--- src/rtl/instruction_fetch_if.sv ---
// Instruction-memory bus between the fetch stage (master) and instructionmemory (slave).
interface instruction_fetch_if;
    logic [31:0] imem_addr;
    logic [31:0] imem_instr;

    modport master (output imem_addr, input imem_instr);
    modport slave  (input imem_addr, output imem_instr);
endinterface

--- src/rtl/instruction_fetch.sv ---
// PC generation and IF/ID pipeline register with stall, flush and branch/jump redirects.
//
// state  | meaning
// RUN    | normal fetch; stall and flush handled in place
// SQUASH | one cycle after a redirect edge; IF/ID holds the bubble
module instruction_fetch #(
    parameter logic [31:0] RESET_PC  = 32'd40,
    parameter logic [31:0] NOP_INSTR = 32'h0000_0000
) (
    input  logic                 clk,
    input  logic                 reset,
    input  logic                 stall,
    input  logic                 flush,
    input  logic                 branch_taken,
    input  logic [31:0]          branch_target,
    input  logic                 jump,
    input  logic [25:0]          jump_index,
    instruction_fetch_if.master  imem,
    output logic [31:0]          if_pc,
    output logic [31:0]          if_pc_plus4,
    output logic [31:0]          if_instr,
    output logic                 if_valid,
    output logic [31:0]          fetch_count
);

    typedef enum logic {
        RUN    = 1'b0,
        SQUASH = 1'b1
    } state_t;

    state_t      state;
    logic [31:0] pc;
    logic [31:0] pc_plus4;
    logic [31:0] jump_target;
    logic [31:0] branch_aligned;
    logic        redirect;

    assign imem.imem_addr = pc;
    assign pc_plus4       = pc + 32'd4;
    assign jump_target    = {if_pc_plus4[31:28], jump_index, 2'b00};
    assign branch_aligned = {branch_target[31:2], 2'b00};
    assign redirect       = jump | branch_taken;

    always_ff @(posedge clk) begin
        if (reset) begin
            state       <= RUN;
            pc          <= RESET_PC;
            if_pc       <= 32'd0;
            if_pc_plus4 <= 32'd0;
            if_instr    <= NOP_INSTR;
            if_valid    <= 1'b0;
            fetch_count <= 32'd0;
        end else if (redirect) begin
            // Wrong-path instruction is squashed regardless of stall/flush.
            state       <= SQUASH;
            pc          <= jump ? jump_target : branch_aligned;
            if_pc       <= 32'd0;
            if_pc_plus4 <= 32'd0;
            if_instr    <= NOP_INSTR;
            if_valid    <= 1'b0;
        end else begin
            state <= RUN;
            if (flush || (stall && state == SQUASH)) begin
                if_pc       <= 32'd0;
                if_pc_plus4 <= 32'd0;
                if_instr    <= NOP_INSTR;
                if_valid    <= 1'b0;
                if (!stall) begin
                    pc <= pc_plus4;
                end
            end else if (!stall) begin
                pc          <= pc_plus4;
                if_pc       <= pc;
                if_pc_plus4 <= pc_plus4;
                if_instr    <= imem.imem_instr;
                if_valid    <= 1'b1;
                fetch_count <= fetch_count + 32'd1;
            end
        end
    end

endmodule

--- src/flat_wrapper.sv ---
// flat-port wrapper written by rule: the top's interface ports become plain ports
module instruction_fetch_flat 
#(
    parameter logic [31:0] RESET_PC  = 32'd40,
    parameter logic [31:0] NOP_INSTR = 32'h0000_0000
)
  (clk, reset, stall, flush, branch_taken, branch_target, jump, jump_index, if_pc, if_pc_plus4, if_instr, if_valid, fetch_count, imem_imem_addr, imem_imem_instr);
  instruction_fetch_if imem_i ();
  input  logic clk;
  input  logic reset;
  input  logic stall;
  input  logic flush;
  input  logic branch_taken;
  input  logic [31:0] branch_target;
  input  logic jump;
  input  logic [25:0] jump_index;
  output logic [31:0] if_pc;
  output logic [31:0] if_pc_plus4;
  output logic [31:0] if_instr;
  output logic if_valid;
  output logic [31:0] fetch_count;
  output wire logic [$bits(imem_i.imem_addr)-1:0] imem_imem_addr;
  input wire logic [$bits(imem_i.imem_instr)-1:0] imem_imem_instr;
  assign imem_imem_addr = imem_i.imem_addr;
  assign imem_i.imem_instr = imem_imem_instr;
  instruction_fetch #(.RESET_PC(RESET_PC), .NOP_INSTR(NOP_INSTR)) u_core (.clk(clk), .reset(reset), .stall(stall), .flush(flush), .branch_taken(branch_taken), .branch_target(branch_target), .jump(jump), .jump_index(jump_index), .imem(imem_i), .if_pc(if_pc), .if_pc_plus4(if_pc_plus4), .if_instr(if_instr), .if_valid(if_valid), .fetch_count(fetch_count));
endmodule
--- config.mk ---
export PLATFORM = sky130hd
export DESIGN_NAME = instruction_fetch_flat
export DESIGN_NICKNAME = d
export VERILOG_FILES = /design/src/rtl/instruction_fetch_if.sv /design/src/rtl/instruction_fetch.sv /design/src/flat_wrapper.sv
export SDC_FILE = /design/constraint.sdc
export NUM_CORES = 1
export LEC_CHECK = 0
export CORE_MARGIN = 2
export CORE_UTILIZATION = 48
export CTS_CLUSTER_DIAMETER = 40
export CTS_CLUSTER_SIZE = 16
export DETAILED_ROUTE_END_ITERATION = 8
export HOLD_SLACK_MARGIN = 0.03
export PLACE_DENSITY = 0.86
export SLEW_MARGIN = 20
export SYNTH_ARGS = -nofsm -noshare
export SYNTH_HDL_FRONTEND = slang
export SYNTH_SLANG_ARGS = --single-unit
export TNS_END_PERCENT = 1
--- constraint.sdc ---
create_clock -name clk -period 3.65 [get_ports clk]
set_input_delay 0.73 -clock clk [delete_from_list [all_inputs] [get_ports clk]]
set_output_delay 0.73 -clock clk [all_outputs]
set_load 0.03 [all_outputs]
==> summary.txt, run 1 <==
Status - complete, no violations
Clock latency reported for the late side of the worst-skew pair - 430 ps
Total cell area at the placement stage - 9440 sq um
Synthesized flop and latch total - 156
Area of the mapped netlist - 6900 sq um
Mean number of vias per cell - 5.38
Maximum level of the CTS H-tree - 4
Pwr Density - 395 nW/um^2
Wire length of the first global-routing pass - 31.1 mm
F_max - 0.382 GHz
Global placement routability congestion - 0.801
RSZ-0062 raised after global routing - no
Number of antenna violations at the first check in global routing - 1
Final number of setup-violating endpoints - 0
Max-capacitance violation count - 0
Via count - 6426
Post-synthesis cell count - 782
Maximum number of pins on one net before global-route repair - 64
Number of global-route vias before repair - 6028
Total of hold buffers inserted after clock tree synthesis - 0
Most repeated cell in the gate-level netlist after synthesis - sky130_fd_sc_hd__dfxtp_1
Overall die area - 15400 sq um
Clk pin slew, worst setup/hold paths - 60 ps
Async set-reset flop share out of synthesis - 0
Synth-to-layout area growth - 45.1%
Share of post-route cells with drive strength above 1 - 0.0661
Pre-antenna DRT Iters - 5
Worst clock skew - 10.8 ps
Type of the worst setup path - reg2reg
Pre-CTS setup slack - 663 ps
Count of cell types in the netlist - 42
End-of-flow core utilization - 0.716
Total Wirelength - 20.7 mm
Clock group share of total power - 0.431
Fin area - 10000 sq um
Critical path endpoint category - flip-flop
Global Route Usage Sum - 0.263
Cell types occupying the most area after synthesis - sky130_fd_sc_hd__dfxtp_1 (45%), sky130_fd_sc_hd__mux2i_1 (9.0%), sky130_fd_sc_hd__xnor2_1 (7.4%)
Static leakage - 3.48 nW
Number of buffers inserted during clock tree synthesis - 17
Normalized max-slew margin - 0.378
Number of DRC violations after detailed-routing iteration 0 - 392
Net switching share of the total power - 0.261
Detailed placement HPWL - 14.5 mm
Min-delay worst type - reg2reg
Number of warnings reported in the yosys synthesis log - 0
X dimension of the die - 124 um
CP max FO - 11
Worst-case clock buffer depth - 2
Library cell used as clock root buffer - sky130_fd_sc_hd__clkbuf_16
Measured slew at the worst slew-check pin - 933 ps
Time the worst path needs with I/O delays and setup - 2620 ps
Buffers inserted during post-CTS setup optimization - 0
Total Power - 0.00396 W
Sequential element share of the synthesized area - 0.452
Total overflow reported by the global router - 0
Kind of launch point of the worst setup path - flip-flop
Effective utilization at floorplan - 0.494
Clock sink count - 156
Cell taking the most area after synthesis - sky130_fd_sc_hd__dfxtp_1
Count of unresolved DRC violations after routing - 0
Die Y - 124 um
Number of antenna-violating nets in the routed design - 0
Number of gates resized after CTS - 0
Logic gate share of total power - 0.116
Total negative slack - 0 ps
Site row count - 43
Peak supply drop - 0.000279 V
Core area - 14000 sq um
Arrival @ worst endpoint - 2900 ps
Data required, critical path - 3930 ps
Dominant synthesized flop cell - sky130_fd_sc_hd__dfxtp_1
Syn_area_per_cell - 8.83 sq um
Final net count - 1099
Number of failing hold endpoints at the final stage - 0
Max Transition Viols Final - 0
I/O Buffers - 248
Post-detailed-route wirelength per cell - 17.3 um
Switching power total - 0.00103 W
I/O pin count - 257
Portion of total power attributed to sequential cells - 0.453
TritonCTS clock tree - done
Leading post-synthesis cells by instance count - sky130_fd_sc_hd__dfxtp_1 (156), sky130_fd_sc_hd__nor2_1 (112), sky130_fd_sc_hd__mux2i_1 (62), sky130_fd_sc_hd__a21oi_1 (60), sky130_fd_sc_hd__xnor2_1 (58)
Final worst-path setup slack - 1030 ps
Area share of the largest cell type after synthesis - 0.452
Number of flops mapped to enable cells by yosys - 0
Final critical-path share of the clock period - 0.718
Internal power consumption - 0.00293 W
cells in the final DEF (no fill, tap or decap), types with 8 or more instances in the layout:
cell type,n
sky130_fd_sc_hd__nor2_1,112
sky130_fd_sc_hd__a21oi_1,60
sky130_fd_sc_hd__dfxtp_1,156
sky130_fd_sc_hd__mux2i_1,62
sky130_fd_sc_hd__nand4_1,12
sky130_fd_sc_hd__or3_1,8
sky130_fd_sc_hd__nor4_1,10
sky130_fd_sc_hd__xnor2_1,58
sky130_fd_sc_hd__xor2_1,14
sky130_fd_sc_hd__clkbuf_16,17
sky130_fd_sc_hd__nand3_1,29
sky130_fd_sc_hd__a22oi_1,13
sky130_fd_sc_hd__inv_1,10
sky130_fd_sc_hd__clkdlybuf4s50_1,246
sky130_fd_sc_hd__nor3_1,15
sky130_fd_sc_hd__o22ai_1,24
sky130_fd_sc_hd__buf_4,13
sky130_fd_sc_hd__and4_1,9
sky130_fd_sc_hd__o21ai_0,31
sky130_fd_sc_hd__nand2_1,47
critical path, stage by stage, from the launching register on:
cell and delay, ps:
sky130_fd_sc_hd__dfxtp_1 520, sky130_fd_sc_hd__ha_1 290, sky130_fd_sc_hd__and3_1 310, sky130_fd_sc_hd__nand4_1 520
sky130_fd_sc_hd__nor4_1 520, sky130_fd_sc_hd__xnor2_1 200, sky130_fd_sc_hd__o22ai_1 110
final cells by class:
class,instances,area (sq um)
Inverter,12,45.0
Clock buffer,18,439
Clock inverter,14,135
Timing Repair Buffer,261,2580
Multi-Input combinational cell,553,3460
Tap cell,180,225
Fill cell,1090,3970
Antenna cell,1,2.50
Sequential cell,156,3120
registers in the layout, indices dropped and copies added, names as in the netlist:
signal	count
u_core.fetch_count	32
u_core.if_instr	32
u_core.if_pc	30
u_core.if_pc_plus4	30
u_core.if_valid	1
u_core.imem.imem_addr	30
u_core.state	1
worst paths after layout:
path                                              start                                     end  slack [ps]  cells past startpoint
setup / recovery  u_core.imem.imem_addr[2]$_SDFFE_PP0N_  u_core.imem.imem_addr[30]$_SDFFE_PP0N_        1030                      6
hold / removal             u_core.if_valid$_SDFFE_PP0N_            u_core.if_valid$_SDFFE_PP0N_         460                      1
setup reg to reg  u_core.imem.imem_addr[2]$_SDFFE_PP0N_  u_core.imem.imem_addr[30]$_SDFFE_PP0N_        1030                      6
hold reg to reg            u_core.if_valid$_SDFFE_PP0N_            u_core.if_valid$_SDFFE_PP0N_         460                      1
stage by stage:
stage,instances,hold WS (ps)
after floorplan,787,550
final,1195,455
after CTS,1194,460
after global routing,1195,487
after global placement,1162,435
after detailed placement,1162,440
metal layers:
| layer | share of wire | global-route usage | vias up | wire length [um] |
|---|---|---|---|---|
| met5 | 0 | 0 | - | 0 |
| met2 | 0.50 | 0.446 | 233 | 10200 |
| li1 | - | - | 3151 | - |
| met4 | 0.023 | 0.104 | 0 | 472 |
| met1 | 0.40 | 0.313 | 3006 | 8180 |
| met3 | 0.086 | 0.0769 | 36 | 1790 |
power groups by stage:
stage	Sequential, W	Clock [W]	Combinational (W)
after floorplan	0.00186	0	0.000210
after global placement	0.00183	0	0.000451
after detailed placement	0.00183	0	0.000457
after CTS	0.00179	0.00173	0.000461
after global routing	0.00180	0.00181	0.000492
final	0.00179	0.00171	0.000461
kinds of logic after synthesis:
logic type | share of synthesized area
buffers and inverters | 0.0497
DFF | 0.452
adders and majority gates | 0.00362
xor gates and xnor gates | 0.0913
muxes | 0.0899
and+or+nand+nor | 0.195
other | 0.000543
AOI/OAI and AO/OA | 0.118
No activity file was read; power rests on OpenSTA's default activity.
==> run 2: changes to the inputs <==
--- a/config.mk
+++ b/config.mk
@@ -6,12 +6,12 @@
 export NUM_CORES = 1
 export LEC_CHECK = 0
 export CORE_MARGIN = 2
-export CORE_UTILIZATION = 48
+export CORE_UTILIZATION = 45
 export CTS_CLUSTER_DIAMETER = 40
 export CTS_CLUSTER_SIZE = 16
 export DETAILED_ROUTE_END_ITERATION = 8
 export HOLD_SLACK_MARGIN = 0.03
-export PLACE_DENSITY = 0.86
+export PLACE_DENSITY = 0.81
 export SLEW_MARGIN = 20
 export SYNTH_ARGS = -nofsm -noshare
 export SYNTH_HDL_FRONTEND = slang
==> constraint.sdc (replaced) <==
create_clock -name clk -period 2.6 [get_ports clk]
set_input_delay 0.52 -clock clk [delete_from_list [all_inputs] [get_ports clk]]
set_output_delay 0.52 -clock clk [all_outputs]
set_load 0.03 [all_outputs]
==> summary.txt, run 2 (same netlist as run 1, synthesis figures left out) <==
Status - complete, no violations (unchanged)
Number of failing hold endpoints at the final stage - 0 (unchanged)
Total overflow reported by the global router - 0 (unchanged)
Count of unresolved DRC violations after routing - 0 (unchanged)
F_max - 0.450 GHz
Pwr Density - 542 nW/um^2 (was 395 nW/um^2)
Mean number of vias per cell - 5.27 (was 5.38)
Detailed placement HPWL - 14.7 mm (was 14.5 mm)
End-of-flow core utilization - 0.674 (was 0.716)
Final worst-path setup slack - 376 ps (was 1030 ps)
Effective utilization at floorplan - 0.458 (was 0.494)
Pre-antenna DRT Iters - 6 (was 5)
Cell depth of the worst hold path - 1 (unchanged)
Share of post-route cells with drive strength above 1 - 0.0804 (was 0.0661)
Number of buffers inserted during clock tree synthesis - 17 (unchanged)
Logic gate share of total power - 0.127 (was 0.116)
Type of the worst setup path - reg2out (was reg2reg)
Net switching share of the total power - 0.247 (was 0.261)
Final critical-path share of the clock period - 0.855
Switching power total - 0.00136 W (was 0.00103 W)
Number of DRC violations after detailed-routing iteration 0 - 399 (was 392)
Overall die area - 16300 sq um (was 15400 sq um)
Highest-count cells in the layout ignoring fill and taps - sky130_fd_sc_hd__clkdlybuf4s50_1 (246), sky130_fd_sc_hd__dfxtp_1 (156), sky130_fd_sc_hd__nor2_1 (112), sky130_fd_sc_hd__mux2i_1 (62), sky130_fd_sc_hd__a21oi_1 (60) (unchanged)
Pre-CTS setup slack - -22.8 ps (was 663 ps)
Maximum number of pins on one net before global-route repair - 104 (was 64)
Min-delay worst type - reg2reg (unchanged)
Site row count - 45 (was 43)
RSZ-0062 raised after global routing - no (unchanged)
Maximum level of the CTS H-tree - 4 (unchanged)
Peak supply drop - 0.000415 V (was 0.000279 V)
R2R cell count - 5 (was 6)
I/O Buffers - 248 (unchanged)
Fillers - 1219 (was 1090)
Number of global-route vias before repair - 6075 (was 6028)
Static leakage - 3.58 nW (was 3.48 nW)
Die Y - 128 um (was 124 um)
Core area - 15100 sq um (was 14000 sq um)
Data required, critical path - 2080 ps (was 3930 ps)
Max-capacitance violation count - 0 (unchanged)
Normalized max-slew margin - 0.403 (was 0.378)
X dimension of the die - 128 um (was 124 um)
Kind of launch point of the worst setup path - flip-flop (unchanged)
Internal reg-to-reg setup slack - 460 ps (was 1030 ps)
Total Wirelength - 20.7 mm (about the same)
Final Instance Count excl. Fillers - 1221 (was 1195)
Clock group share of total power - 0.420 (was 0.431)
Time the worst path needs with I/O delays and setup - 2220 ps
Wire length of the first global-routing pass - 32.5 mm (was 31.1 mm)
Clk pin slew, worst setup/hold paths - 60 ps (about the same)
Clock sink count - 156 (unchanged)
Measured slew at the worst slew-check pin - 892 ps (was 933 ps)
Buffers inserted during post-CTS setup optimization - 0 (unchanged)
Critical path endpoint category - output pin (was flip-flop)
Final number of setup-violating endpoints - 0 (unchanged)
Total of hold buffers inserted after clock tree synthesis - 0 (unchanged)
Most common cell after layout, fill and taps aside - sky130_fd_sc_hd__clkdlybuf4s50_1 (unchanged)
Synth-to-layout area growth - 47.2% (was 45.1%)
Global placement routability congestion - 0.859 (was 0.801)
Largest registers in the final layout - u_core.fetch_count: 32 flops, u_core.if_instr: 32 flops (unchanged)
Number of gates resized after CTS - 0 (unchanged)
Global Route Usage Sum - 0.252 (was 0.263)
Arrival @ worst endpoint - 1700 ps (was 2900 ps)
Number of antenna violations at the first check in global routing - 1 (unchanged)
Number of antenna-violating nets in the routed design - 0 (unchanged)
Max Transition Viols Final - 0 (unchanged)
I/O pin count - 257 (unchanged)
Total Power - 0.00551 W (was 0.00396 W)
Via count - 6433 (was 6426)
Final net count - 1120 (was 1099)
Portion of total power attributed to sequential cells - 0.453 (about the same)
Worst clock skew - 9.09 ps (was 10.8 ps)
Worst-case clock buffer depth - 2 (unchanged)
Internal power consumption - 0.00415 W (was 0.00293 W)
Clock latency reported for the late side of the worst-skew pair - 420 ps (was 430 ps)
Placed Cells incl. Taps - 1191 (was 1162)
Post-detailed-route wirelength per cell - 17.0 um (was 17.3 um)
Library cell used as clock root buffer - sky130_fd_sc_hd__clkbuf_16 (unchanged)
CP max FO - 6 (was 11)
TritonCTS clock tree - done (unchanged)
-- run 2: power by group through the flow --
stage	logic, W	registers [W]	clock network (W)
6_report	0.000699	0.00249	0.00231
5_1_grt	0.000749	0.00250	0.00246
4_1_cts	0.000700	0.00249	0.00235
3_5_place_dp	0.000696	0.00254	0
3_3_place_gp	0.000691	0.00254	0
2_1_floorplan	0.000294	0.00262	0
-- run 2: final cells by class --
class	count	area (sq um)	area share
Clock inverter	7	67.6	0.00665
Timing Repair Buffer	282	2760	0.271
Inverter	12	45.0	0.00443
Sequential cell	156	3120	0.307
Multi-Input combinational cell	553	3460	0.341
Tap cell	188	235	0.0231
Antenna cell	1	2.50	0.000246
Clock buffer	22	474	0.0466
-- run 2: path summary, 6_finish.rpt --
path / from / endpoint
max: u_core.imem.imem_addr[8]$_SDFFE_PP0N_ / imem_imem_addr[8]
max reg2reg: u_core.imem.imem_addr[13]$_SDFFE_PP0N_ / u_core.imem.imem_addr[29]$_SDFFE_PP0N_
min reg2reg: u_core.if_valid$_SDFFE_PP0N_ / u_core.if_valid$_SDFFE_PP0N_
min: u_core.if_valid$_SDFFE_PP0N_ / u_core.if_valid$_SDFFE_PP0N_
-- run 2: metal layers --
metal	wire, um	up-vias	track usage
met5	0	-	0
met4	500	0	0.0995
li1	-	3186	-
met1	9030	2993	0.332
met3	1630	33	0.0680
met2	9570	221	0.395
-- run 2: worst max-delay path, stage by stage (launching register included) --
cell                              delay (ps)
sky130_fd_sc_hd__dfxtp_1                 390
sky130_fd_sc_hd__buf_4                   190
sky130_fd_sc_hd__clkdlybuf4s50_1         700
-- run 2: through the flow --
step	area, sq um	TNS, ps	hold WS [ps]
after floorplan	6920	0	550
after global placement	9620	0	434
after detailed placement	9620	-22.8	448
after CTS	10200	0	452
after global routing	10200	0	488
final	10200	0	455
==> run 3: changes to the inputs <==
--- a/config.mk
+++ b/config.mk
@@ -5,7 +5,7 @@
 export SDC_FILE = /design/constraint.sdc
 export NUM_CORES = 1
 export LEC_CHECK = 0
-export CORE_MARGIN = 2
+export CORE_MARGIN = 3
 export CORE_UTILIZATION = 45
 export CTS_CLUSTER_DIAMETER = 40
 export CTS_CLUSTER_SIZE = 16
==> summary.txt, run 3 (same netlist as run 1, synthesis figures left out) <==
Worst Hold Launch - reset (was u_core.if_valid$_SDFFE_PP0N_)
Internal reg-to-reg setup slack - 360 ps (was 460 ps)
Peak supply drop - 0.000442 V (was 0.000415 V)
Worst-case clock buffer depth - 2 (unchanged)
Measured slew at the worst slew-check pin - 834 ps (was 892 ps)
Most common cell after layout, fill and taps aside - sky130_fd_sc_hd__clkdlybuf4s50_1 (unchanged)
Global placement routability congestion - 0.869 (was 0.859)
Count of unresolved DRC violations after routing - 0 (unchanged)
Pre-CTS setup slack - -9.23 ps (was -22.8 ps)
Final worst-path setup slack - 355 ps (was 376 ps)
Largest registers in the final layout - u_core.fetch_count: 32 flops, u_core.if_instr: 32 flops (unchanged)
Max-capacitance violation count - 0 (unchanged)
Max Transition Viols Final - 0 (unchanged)
Met3 Routed Length - 1.62 mm (was 1.63 mm)
Wire length of the first global-routing pass - 32.0 mm (was 32.5 mm)
Maximum number of pins on one net before global-route repair - 83 (was 104)
Maximum level of the CTS H-tree - 4 (unchanged)
Effective utilization at floorplan - 0.468 (was 0.458)
Slowest Stage Delay on Critical Path - 760 ps (was 700 ps)
Met2 wire length - 10.0 mm (was 9.57 mm)
Total of hold buffers inserted after clock tree synthesis - 0 (unchanged)
Clk pin slew, worst setup/hold paths - 60 ps (about the same)
Time the worst path needs with I/O delays and setup - 2250 ps (was 2220 ps)
TritonCTS clock tree - done (unchanged)
Pre-antenna DRT Iters - 5 (was 6)
Data required, critical path - 2080 ps (about the same)
Fin area - 10200 sq um (about the same)
Mean number of vias per cell - 5.29 (was 5.27)
Bufs and invs on worst path - 1 (was 2)
I/O pin count - 257 (unchanged)
Overall die area - 16900 sq um (was 16300 sq um)
Number of gates resized after CTS - 0 (unchanged)
Share of post-route cells with drive strength above 1 - 0.0823 (was 0.0804)
Ordered list of cells on the worst path - clkdlybuf4s50_1 (was buf_4, clkdlybuf4s50_1)
R2r startpoint - u_core.imem.imem_addr[3]$_SDFFE_PP1N_ (was u_core.imem.imem_addr[13]$_SDFFE_PP0N_)
Highest routed layer - met5 (was met4)
Critical path endpoint category - output pin (unchanged)
Number of failing hold endpoints at the final stage - 0 (unchanged)
Antenna diodes - 0 (was 1)
Number of antenna violations at the first check in global routing - 1 (unchanged)
Kind of launch point of the worst setup path - flip-flop (unchanged)
Library cell used as clock root buffer - sky130_fd_sc_hd__clkbuf_16 (unchanged)
Number of antenna-violating nets in the routed design - 0 (unchanged)
Min-delay worst type - in2reg (was reg2reg)
Normalized max-slew margin - 0.442 (was 0.403)
I/O Buffers - 248 (unchanged)
F_max - 0.445 GHz (was 0.450 GHz)
Final critical-path share of the clock period - 0.864 (was 0.855)
Worst Hold Margin - 448 ps (was 455 ps)
Die Y - 130 um (was 128 um)
Buffers inserted during post-CTS setup optimization - 0 (unchanged)
Core area - 14800 sq um (was 15100 sq um)
Global Route Usage Sum - 0.240 (was 0.252)
Largest delay share family, worst path - buffers and inverters (unchanged)
Detailed placement HPWL - 15.0 mm (was 14.7 mm)
Clock sink count - 156 (unchanged)
WL met1 - 8.96 mm (was 9.03 mm)
RSZ-0062 raised after global routing - no (unchanged)
Worst clock skew - 10.0 ps (was 9.09 ps)
Highest-count cells in the layout ignoring fill and taps - sky130_fd_sc_hd__clkdlybuf4s50_1 (246), sky130_fd_sc_hd__dfxtp_1 (156), sky130_fd_sc_hd__nor2_1 (112), sky130_fd_sc_hd__mux2i_1 (62), sky130_fd_sc_hd__a21oi_1 (60) (unchanged)
Total Wirelength - 20.9 mm (was 20.7 mm)
Total cell area at the placement stage - 9610 sq um (was 9620 sq um)
Total overflow reported by the global router - 0 (unchanged)
Number of buffers inserted during clock tree synthesis - 17 (unchanged)
Site row count - 44 (was 45)
Arrival @ worst endpoint - 1730 ps (was 1700 ps)
Synth-to-layout area growth - 47.8% (was 47.2%)
X dimension of the die - 130 um (was 128 um)
Post-detailed-route wirelength per cell - 17.2 um (was 17.0 um)
Fillers - 1200 (was 1219)
Origin of the worst setup path - u_core.imem.imem_addr[7]$_SDFFE_PP0N_ (was u_core.imem.imem_addr[8]$_SDFFE_PP0N_)
Clock latency reported for the late side of the worst-skew pair - 420 ps (about the same)
CP max FO - 7 (was 6)
Via count - 6437 (was 6433)
Static leakage - 3.59 nW (was 3.58 nW)
Number of DRC violations after detailed-routing iteration 0 - 401 (was 399)
Status - complete, no violations (unchanged)
Type of the worst setup path - reg2out (unchanged)
Number of global-route vias before repair - 6040 (was 6075)
Final number of setup-violating endpoints - 0 (unchanged)
Final net count - 1118 (was 1120)
Crit-path slowest cell - sky130_fd_sc_hd__clkdlybuf4s50_1 (unchanged)
End-of-flow core utilization - 0.692 (was 0.674)
Pwr Density - 556 nW/um^2 (was 542 nW/um^2)
[run 3: changes by cell type in the layout (fill, tap and decap cells not counted), moves of 2 or more]
cell / change
sky130_fd_sc_hd__buf_4: -3
sky130_fd_sc_hd__clkbuf_8: -3
sky130_fd_sc_hd__clkinv_2: -2
sky130_fd_sc_hd__clkinv_4: +2
sky130_fd_sc_hd__inv_6: +3
sky130_fd_sc_hd__inv_8: +2
[run 3: per-layer routing]
metal	GRT usage	up-vias
met5	0	-
met4	0.0721	2
met3	0.0749	25
met2	0.391	216
met1	0.309	3010
li1	-	3184
[run 3: metrics by stage]
stage	setup TNS, ps	power [W]	std cells
after floorplan	0	0.00291	787
after global placement	0	0.00323	1185
after detailed placement	-13.3	0.00324	1185
after CTS	0	0.00572	1217
after global routing	0	0.00588	1217
final	0	0.00568	1217
[run 3: area by class of cell]
class | count | area [sq um] | area share
Inverter | 12 | 45.0 | 0.00441
Tap cell | 184 | 230 | 0.0226
Clock inverter | 14 | 161 | 0.0158
Multi-Input combinational cell | 553 | 3460 | 0.339
Clock buffer | 18 | 429 | 0.0421
Timing Repair Buffer | 280 | 2750 | 0.270
Sequential cell | 156 | 3120 | 0.306
[run 3: final timing paths]
check                           cells past startpoint                                     end
worst min register to register                      2      u_core.if_pc_plus4[9]$_SDFFE_PP0N_
worst min-delay path                                3   u_core.imem.imem_addr[3]$_SDFFE_PP1N_
worst max register to register                      7  u_core.imem.imem_addr[28]$_SDFFE_PP0N_
worst max-delay path                                1                       imem_imem_addr[7]
[run 3: power breakdown]
part	total (W)	leakage [nW]	internal (W)	switching, W
logic	0.000692	2.05	0.000339	0.000353
clock network	0.00249	0.277	0.00144	0.00106
registers	0.00250	1.26	0.00244	0.0000600
==> RTL change: new RTL, config.mk and constraints of run 3 <==
Register the input `branch_target` before use. The logic sees it one clock later. The other inputs are not delayed to match.
--- a/src/rtl/instruction_fetch.sv
+++ b/src/rtl/instruction_fetch.sv
@@ -28,6 +28,12 @@
         SQUASH = 1'b1
     } state_t;
 
+    logic [31:0] branch_target_q;
+
+    always_ff @(posedge clk) begin
+        branch_target_q <= branch_target;
+    end
+
     state_t      state;
     logic [31:0] pc;
     logic [31:0] pc_plus4;
@@ -38,7 +44,7 @@
     assign imem.imem_addr = pc;
     assign pc_plus4       = pc + 32'd4;
     assign jump_target    = {if_pc_plus4[31:28], jump_index, 2'b00};
-    assign branch_aligned = {branch_target[31:2], 2'b00};
+    assign branch_aligned = {branch_target_q[31:2], 2'b00};
     assign redirect       = jump | branch_taken;
 
     always_ff @(posedge clk) begin
Check against the original RTL: not equivalent (a bounded check fails within 4 cycles, from zero or initial values and one cycle with reset high).
==> RTL change against run 3 <==
Sequential cell count rose by 30. First-iteration DRC count rose by 26%. Area after synthesis rose by 11%. Via count rose by 6.2%. Wire length rose by 5.5%. Worst setup slack got worse by 0.18 ns. Final area rose by 8.1%. Total power rose by 16%. Largest power group unchanged. Highest routed layer is now met4.
==> RTL change: results (changes against run 3) <==
* Vias in the first global route at 6,606 (was 6,040)
* Leakage dissipation at 4.08 nW (was 3.59 nW)
* Share of synthesized area occupied by flip-flops and latches at 48.7% (was 45.2%)
* Adder-cell area share of the yosys netlist at 0.327% (was 0.362%)
* Maximum fanout encountered on the critical timing path at 9 (was 7)
* Detailed-route via count at 6,835 (was 6,437)
* Final GP Congestion at 0.849 (was 0.869)
* Run status: finished clean (unchanged)
* Top cells by area in the synthesized netlist: sky130_fd_sc_hd__dfxtp_1 (49%), sky130_fd_sc_hd__mux2i_1 (9.5%), sky130_fd_sc_hd__nor2_1 (6.3%) (was sky130_fd_sc_hd__dfxtp_1 (45%), sky130_fd_sc_hd__mux2i_1 (9.0%), sky130_fd_sc_hd__xnor2_1 (7.4%))
* Leading cell types by count after synthesis: sky130_fd_sc_hd__dfxtp_1 (186), sky130_fd_sc_hd__nor2_1 (129), sky130_fd_sc_hd__mux2i_1 (73) (was sky130_fd_sc_hd__dfxtp_1 (156), sky130_fd_sc_hd__nor2_1 (112), sky130_fd_sc_hd__mux2i_1 (62))
* Starting DRC count in detailed routing at 505 (was 401)
* Worst Max-Slew Pin Slew at 1.08 ns (was 0.834 ns)
* Layout Nets at 1,152 (was 1,118)
* Worst slack at placement at -0.0437 ns (was -0.00923 ns)
* Clock network fraction of total power at 44.0% (was 43.9%)
* Highest cell delay on the worst timing path at 0.51 ns (was 0.76 ns)
* Largest net degree at the start of global routing at 69 (was 83)
* Slowest cell on the critical path: sky130_fd_sc_hd__dfxtp_1 (was sky130_fd_sc_hd__clkdlybuf4s50_1)
* Initial antenna violation count at 0 (was 1)
* Setup WS post-layout at 0.175 ns (was 0.355 ns)
* Sw power at 1.54 mW (was 1.47 mW)
* Share of post-route cells with drive strength above 1 at 7.59% (was 8.23%)
* Global-route wire length before repair at 34.5 mm (was 32.0 mm)
* Met2 usage in global routing at 39.3% (was 39.1%)
* Post-place instance area at 10,400 sq um (was 9610 sq um)
* Critical path class: flop to flop (was flop to output port)
* DRT Wirelength at 22.1 mm (was 20.9 mm)
==> RTL change: changes by cell type after synthesis, sizes merged, moves of 11 or more <==
cell	change
o21ai	-19
xor2	+14
nor2	+17
mux2i	+11
a21oi	-16
a211oi	+12
dfxtp	+30
xnor2	-17
==> RTL change: cell families (layout without fill, tap and decap cells) <==
family	count (synthesis)	after routing
DFF	186	186
xor gates and xnor gates	69	69
buffers and inverters	82	326
other	1	6
and+or+nand+nor	292	292
adders and majority gates	2	2
muxes	73	73
AOI/OAI and AO/OA	113	113
==> RTL change: metal layers <==
layer	vias up	routed length (um)
met4	0	395
met3	32	1940
met2	281	10700
met1	3225	9080
met5	-	0
li1	3297	-
==> RTL change: area by class of cell <==
cell class                      instances  area (sq um)  area share (%)
Multi-Input combinational cell        555          3580            32.4
Sequential cell                       186          3720            33.8
Inverter                               14          52.6           0.476
Clock inverter                         13           214            1.94
Timing Repair Buffer                  280          2740            24.8
Tap cell                              220           275            2.50
Clock buffer                           19           453            4.11
